File: config.mk
export PLATFORM = sky130hd
export DESIGN_NAME = sc_backgscroll_ctrl
export DESIGN_NICKNAME = d
export VERILOG_FILES = /design/src/rtl/sc_backgscroll_ctrl.sv
export SDC_FILE = /design/constraint.sdc
export NUM_CORES = 1
export LEC_CHECK = 0
export ABC_AREA = 1
export BUFFER_PORTS_ARGS = -buffer_cell sky130_fd_sc_hd__buf_2
export CAP_MARGIN = 0
export CORE_MARGIN = 2
export CORE_UTILIZATION = 45
export DETAILED_ROUTE_END_ITERATION = 16
export SYNTH_ARGS = -nofsm -noshare
export SYNTH_HDL_FRONTEND = slang
export SYNTH_SLANG_ARGS = --single-unit
File: constraint.sdc
create_clock -name SC_BACKGSCROLL_CLOCK_50 -period 1.6 [get_ports SC_BACKGSCROLL_CLOCK_50]
set_input_delay 0.16 -clock SC_BACKGSCROLL_CLOCK_50 [delete_from_list [all_inputs] [get_ports SC_BACKGSCROLL_CLOCK_50]]
set_output_delay 0.16 -clock SC_BACKGSCROLL_CLOCK_50 [all_outputs]
set_load 0.1 [all_outputs]
File: src/rtl/sc_backgscroll_ctrl.sv
`default_nettype none
// ============================================================================
// Module   : sc_backgscroll_ctrl
// Purpose  : Background-scroll controller FSM for the road playfield. It
//            drives the background shift register (clear/load strobes) and
//            the distance counter (upcount strobe). A prescaler sets the
//            scroll rate, and a wrapping row index tracks the top row.
// Ports    : SC_BACKGSCROLL_CLOCK_50           - system clock (rising edge)
//            SC_BACKGSCROLL_RESET_InLow        - synchronous reset, active low
//            SC_BACKGSCROLL_startButton_InLow  - start/restart, active low
//            SC_BACKGSCROLL_pause_InLow        - pause level, active low
//            SC_BACKGSCROLL_speed_In           - speed select, P = BASE>>speed
//            SC_BACKGSCROLL_clear_OutLow       - clear strobe, active low
//            SC_BACKGSCROLL_load_OutLow        - shift/load strobe, active low
//            SC_BACKGSCROLL_upcount_OutLow     - distance increment, active low
//            SC_BACKGSCROLL_rowIndex_Out       - current top row
//            SC_BACKGSCROLL_running_Out        - high in RUN/SHIFT/COUNT/PAUSE
//            SC_BACKGSCROLL_wrap_OutLow        - row wrap strobe, active low
// Config   : SC_BACKGSCROLL_WRAP_IRQ_EN enables the wrap strobe; otherwise the
//            wrap output is tied inactive (1).
// Revision : 1.0 - initial release
// ============================================================================
module sc_backgscroll_ctrl #(
  parameter int BASE_PERIOD = 256,
  parameter int SPD_W       = 2,
  parameter int ROWS        = 16,
  parameter int ROW_W       = 4,
  parameter int CNT_W       = 16
) (
  input  logic             SC_BACKGSCROLL_CLOCK_50,
  input  logic             SC_BACKGSCROLL_RESET_InLow,
  input  logic             SC_BACKGSCROLL_startButton_InLow,
  input  logic             SC_BACKGSCROLL_pause_InLow,
  input  logic [SPD_W-1:0] SC_BACKGSCROLL_speed_In,
  output logic             SC_BACKGSCROLL_clear_OutLow,
  output logic             SC_BACKGSCROLL_load_OutLow,
  output logic             SC_BACKGSCROLL_upcount_OutLow,
  output logic [ROW_W-1:0] SC_BACKGSCROLL_rowIndex_Out,
  output logic             SC_BACKGSCROLL_running_Out,
  output logic             SC_BACKGSCROLL_wrap_OutLow
);

  typedef enum logic [2:0] {
    S_RESET    = 3'd0,
    S_IDLE     = 3'd1,
    S_INIT     = 3'd2,
    S_WAIT_REL = 3'd3,
    S_RUN      = 3'd4,
    S_SHIFT    = 3'd5,
    S_COUNT    = 3'd6,
    S_PAUSE    = 3'd7
  } state_e;

  localparam logic [ROW_W-1:0] c_LAST_ROW = ROW_W'(ROWS - 1);

  state_e           state_q, state_d;
  logic [CNT_W-1:0] presc_q, presc_d;
  logic [ROW_W-1:0] row_q, row_d;
  logic             clear_q, load_q, upcnt_q, run_q;

  logic [31:0]      w_period;
  logic [CNT_W-1:0] w_reload;

  // Reload value P-1 with P = max(BASE_PERIOD >> speed, 1).
  assign w_period = 32'(BASE_PERIOD) >> SC_BACKGSCROLL_speed_In;
  assign w_reload = (w_period == 32'd0) ? '0 : CNT_W'(w_period - 32'd1);

  always_comb begin
    state_d = state_q;
    presc_d = presc_q;
    row_d   = row_q;
    case (state_q)
      S_RESET: state_d = S_IDLE;
      S_IDLE: begin
        if (!SC_BACKGSCROLL_startButton_InLow) state_d = S_INIT;
      end
      S_INIT: begin
        row_d   = '0;
        presc_d = w_reload;
        state_d = S_WAIT_REL;
      end
      // Holding the button must not retrigger INIT; wait for release.
      S_WAIT_REL: begin
        if (SC_BACKGSCROLL_startButton_InLow) state_d = S_RUN;
      end
      S_RUN: begin
        if (!SC_BACKGSCROLL_startButton_InLow)  state_d = S_INIT;
        else if (!SC_BACKGSCROLL_pause_InLow)   state_d = S_PAUSE;
        else if (presc_q == '0)                 state_d = S_SHIFT;
        else                                    presc_d = presc_q - 1'b1;
      end
      S_SHIFT: begin
        row_d   = (row_q == c_LAST_ROW) ? '0 : row_q + 1'b1;
        state_d = S_COUNT;
      end
      // Speed is re-sampled only here and in INIT, so a running period
      // finishes at its original rate.
      S_COUNT: begin
        presc_d = w_reload;
        state_d = S_RUN;
      end
      S_PAUSE: begin
        if (!SC_BACKGSCROLL_startButton_InLow) state_d = S_INIT;
        else if (SC_BACKGSCROLL_pause_InLow)   state_d = S_RUN;
      end
      default: state_d = S_IDLE;
    endcase
  end

  // Outputs are registered from the next state so they align with the state
  // register and remain glitch-free.
  always_ff @(posedge SC_BACKGSCROLL_CLOCK_50) begin
    if (!SC_BACKGSCROLL_RESET_InLow) begin
      state_q <= S_RESET;
      presc_q <= '0;
      row_q   <= '0;
      clear_q <= 1'b1;
      load_q  <= 1'b1;
      upcnt_q <= 1'b1;
      run_q   <= 1'b0;
    end else begin
      state_q <= state_d;
      presc_q <= presc_d;
      row_q   <= row_d;
      clear_q <= (state_d != S_INIT);
      load_q  <= (state_d != S_SHIFT);
      upcnt_q <= (state_d != S_COUNT);
      run_q   <= (state_d == S_RUN) || (state_d == S_SHIFT) ||
                 (state_d == S_COUNT) || (state_d == S_PAUSE);
    end
  end

`ifdef SC_BACKGSCROLL_WRAP_IRQ_EN
  logic wrap_q;

  // SHIFT always hands over to COUNT, so a wrap seen in SHIFT lands the
  // strobe exactly on the COUNT cycle.
  always_ff @(posedge SC_BACKGSCROLL_CLOCK_50) begin
    if (!SC_BACKGSCROLL_RESET_InLow) begin
      wrap_q <= 1'b1;
    end else begin
      wrap_q <= ~((state_q == S_SHIFT) && (row_q == c_LAST_ROW));
    end
  end

  assign SC_BACKGSCROLL_wrap_OutLow = wrap_q;
`else
  assign SC_BACKGSCROLL_wrap_OutLow = 1'b1;
`endif

  assign SC_BACKGSCROLL_clear_OutLow   = clear_q;
  assign SC_BACKGSCROLL_load_OutLow    = load_q;
  assign SC_BACKGSCROLL_upcount_OutLow = upcnt_q;
  assign SC_BACKGSCROLL_rowIndex_Out   = row_q;
  assign SC_BACKGSCROLL_running_Out    = run_q;

endmodule
`default_nettype wire
==> results_dict.tcl <==
set metrics [dict create \
    dp_hpwl_um 2893 \
    path_max_fanout 14 \
    p_clk_share_pct 12.1 \
    seq_power_share_pct 27.4 \
    slowest_delay_ns 0.36 \
    port_buffers 13 \
    finalCritPeriodShare_pct 94.35 \
    synth_cell_types 28 \
    synth_compound_area_share_pct 10.97 \
    cts.sinks 27 \
    period_needed_ns 1.510 \
    post-place-cells 346 \
    endpoint_kind "flop" \
    synth_fa_ha_area_share_pct 2.269 \
    status "completed" \
    grt_pass1_wl_um 6782 \
    drv_slew 0 \
    synthCells 276 \
    hp-class "in2reg" \
    final.fill_count 401 \
    fp.coreArea_um2 3606 \
    setup_tns_ns 0 \
    cts_tree "done" \
    dr_total_vias 1705 \
    instances_no_fill 354 \
    die-width_um 64.63 \
    track_usage_pct 20.46 \
    synth-warning-count 0 \
    peakVddDrop_uv 677.7 \
    critPathLaunchType "flop" \
    cts_root_buf "clkbuf_8" \
    cts_buffer_depth 2 \
    synth_top_family_by_area "simple AND/OR/NAND/NOR gates" \
    grt_max_degree 16 \
    combPwrFrac_pct 60.5 \
    die_h_um 64.63 \
    clock.fmax_mhz 662.4 \
    critPathTopFamily "simple AND/OR/NAND/NOR gates" \
    clk_latency_ns 0.28 \
    intPower_mw 1.792 \
    setup_viol 0 \
    gp_congestion 0.8201 \
    critPathArrivalTime_ns 1.68 \
    initial_core_util_pct 45.87 \
    yosysSeqAreaShare_pct 32.68 \
    ys_seq_elements 27 \
    synth-xor-area-share_pct 0.5295 \
    switching_share_pct 45.17 \
    grt_pass1_vias 1552 \
    p_per_area_nw_per_um2 1602 \
    numCtsBuffers 3 \
    io_pins 15 \
    crit_chain "nor2_2, nand2_2, nor2_2, nand3_2, nand3_4, inv_2, o21ai_0, nor2_1" \
    grt_overflow 0 \
    critPathMostFrequentCell "nor2_2" \
    drt_wl_total_um 3837 \
    wl_per_cell_um 10.84 \
    drc_errors 0 \
    ant_nets 0 \
    avgSynthCellArea_um2 5.993 \
    synth-simple-area-share_pct 43.04 \
    syn_area_um2 1654 \
    viasPerCell 4.816 \
    fp-row-count 22 \
    drt-initial-drc-count 98 \
    h-tree-depth 1 \
    p_leak_nw 1.031 \
    drt_pass1_iterations 4 \
    ctsHoldBuffers 0 \
    syn-num-nets 285 \
    fin_nets 316 \
    die_area_um2 4176 \
    insertedDiodeCount 0 \
    path_clk_slew_ns 0.10 \
    cap_viol_max_count 0 \
    hold_viol_final 0 \
    fin_skew_ns 0.008006 \
    critical_path.slowest_cell "dfxtp_2" \
    power_switching_mw 1.477 \
    drive_above_1_share_pct 25.49 \
    critPathRequiredTime_ns 1.77 \
    grt_antenna_before_repair 0 \
    muxShareOfSynthArea_pct 0 \
    report.power.total_mw 3.269 \
    worstSetupPathType "reg2reg" \
    critPathBufInv 1 \
    syn_to_final_growth_pct 23.37 \
]
[cells by family (layout without fill, tap and decap cells)]
| family | after synthesis | count (layout) |
|---|---|---|
| buffers and inverters | 41 | 71 |
| flip-flops | 27 | 27 |
| adder cells (fa/ha/maj) | 3 | 3 |
| other | 1 | 1 |
| AND/OR/NAND/NOR | 168 | 168 |
| AO/OA/AOI/OAI | 35 | 35 |
| XOR/XNOR | 1 | 1 |
[area by class of cell]
class	count	area (um^2)	share of cell area, %
inverters	34	127.6	6.254
repair buffers	33	235.2	11.53
multi-input cells	208	1018	49.91
clock buffers	3	41.29	2.023
well taps	48	60.06	2.943
flip-flops and latches	27	553.0	27.10
clock inverters	1	5.005	0.2452
[worst min-delay path, stage by stage]
cell     delay (ns)
buf_2          0.17
nand2_1        0.07
nand3_1        0.05
[power groups by stage]
stage	logic [mW]	clock network, mW	registers, mW
global route	2.29	0.445	0.911
finish	1.98	0.395	0.896
detailed placement	1.73	0	0.891
global placement	1.74	0	0.890
CTS	1.76	0.407	0.875
floorplan	1.26	0	0.933
[cells in the mapped netlist, drive strengths merged]
cell type / n / area (um^2)
o21ai: 15 / 75.07
or2: 5 / 31.28
inv: 33 / 123.9
clkinv: 1 / 3.750
dfxtp: 27 / 540.5
a21oi: 17 / 85.08
o22ai: 1 / 6.260
nor2: 46 / 180.2
nand3: 22 / 115.1
xnor2: 1 / 8.760
clkbuf: 3 / 11.26
a211oi: 1 / 7.510
buf: 4 / 31.27
nor3b: 1 / 7.510
nand2: 86 / 327.8
nor3: 3 / 15.01
ha: 3 / 37.54
conb: 1 / 3.750
nand3b: 3 / 22.52
nand4: 2 / 12.51
o21bai: 1 / 7.510
[metrics by stage]
stage               util (%)  setup WS [ns]  hold slack, ns  instance area (um^2)
floorplan                  -        0.01701          0.2760                  1658
global placement       51.60        0.07255          0.4482                  1861
detailed placement     51.60       -0.01759          0.4520                  1861
CTS                    53.23        0.01128          0.1946                  1919
global route           56.59       -0.01532          0.2221                  2041
finish                 56.59        0.09042          0.1982                  2041
[what timing repair did]
item	CTS	global route
setup buffers	0	4
resized for setup	2	32
pin swaps	0	5
setup endpoints to repair	10	18
[worst paths after layout]
kind                               endpoint  cells past startpoint                        startpoint  slack (ns)
max reg2reg                      presc_q[0]                      8                        presc_q[6]        0.09
min reg2reg  SC_BACKGSCROLL_rowIndex_Out[0]                      1    SC_BACKGSCROLL_rowIndex_Out[0]        0.46
min             SC_BACKGSCROLL_clear_OutLow                      3  SC_BACKGSCROLL_startButton_InLow        0.20
max                              presc_q[0]                      8                        presc_q[6]        0.09
[flip-flops by register name, indices dropped and copies added, names as in the netlist]
| name | flops |
|---|---|
| SC_BACKGSCROLL_clear_OutLow | 1 |
| presc_q | 16 |
| SC_BACKGSCROLL_upcount_OutLow | 1 |
| SC_BACKGSCROLL_running_Out | 1 |
| SC_BACKGSCROLL_rowIndex_Out | 4 |
| SC_BACKGSCROLL_load_OutLow | 1 |
| state_q | 3 |
[metal layers]
metal | up-vias | share of wire [%] | track usage, %
met4 | 0 | 0.70 | 3.989
met1 | 759 | 47 | 26.03
li1 | 927 | - | -
met3 | 4 | 1.9 | 2.604
met2 | 15 | 50 | 37.11
met5 | - | 0 | 0
[cell usage in the layout (no fill, tap or decap), types with 2 or more instances in the layout]
cell type / n
a21oi_1: 17
buf_2: 13
buf_4: 18
clkbuf_8: 3
dfxtp_1: 17
dfxtp_2: 10
ha_1: 2
inv_1: 25
inv_2: 8
nand2_1: 81
nand2_2: 4
nand3_1: 20
nand3b_1: 3
nand4_1: 2
nor2_1: 36
nor2_2: 6
nor2_4: 4
nor3_1: 3
o21ai_0: 10
o21ai_1: 5
or2_2: 5
(Power assumes the default switching activity.)
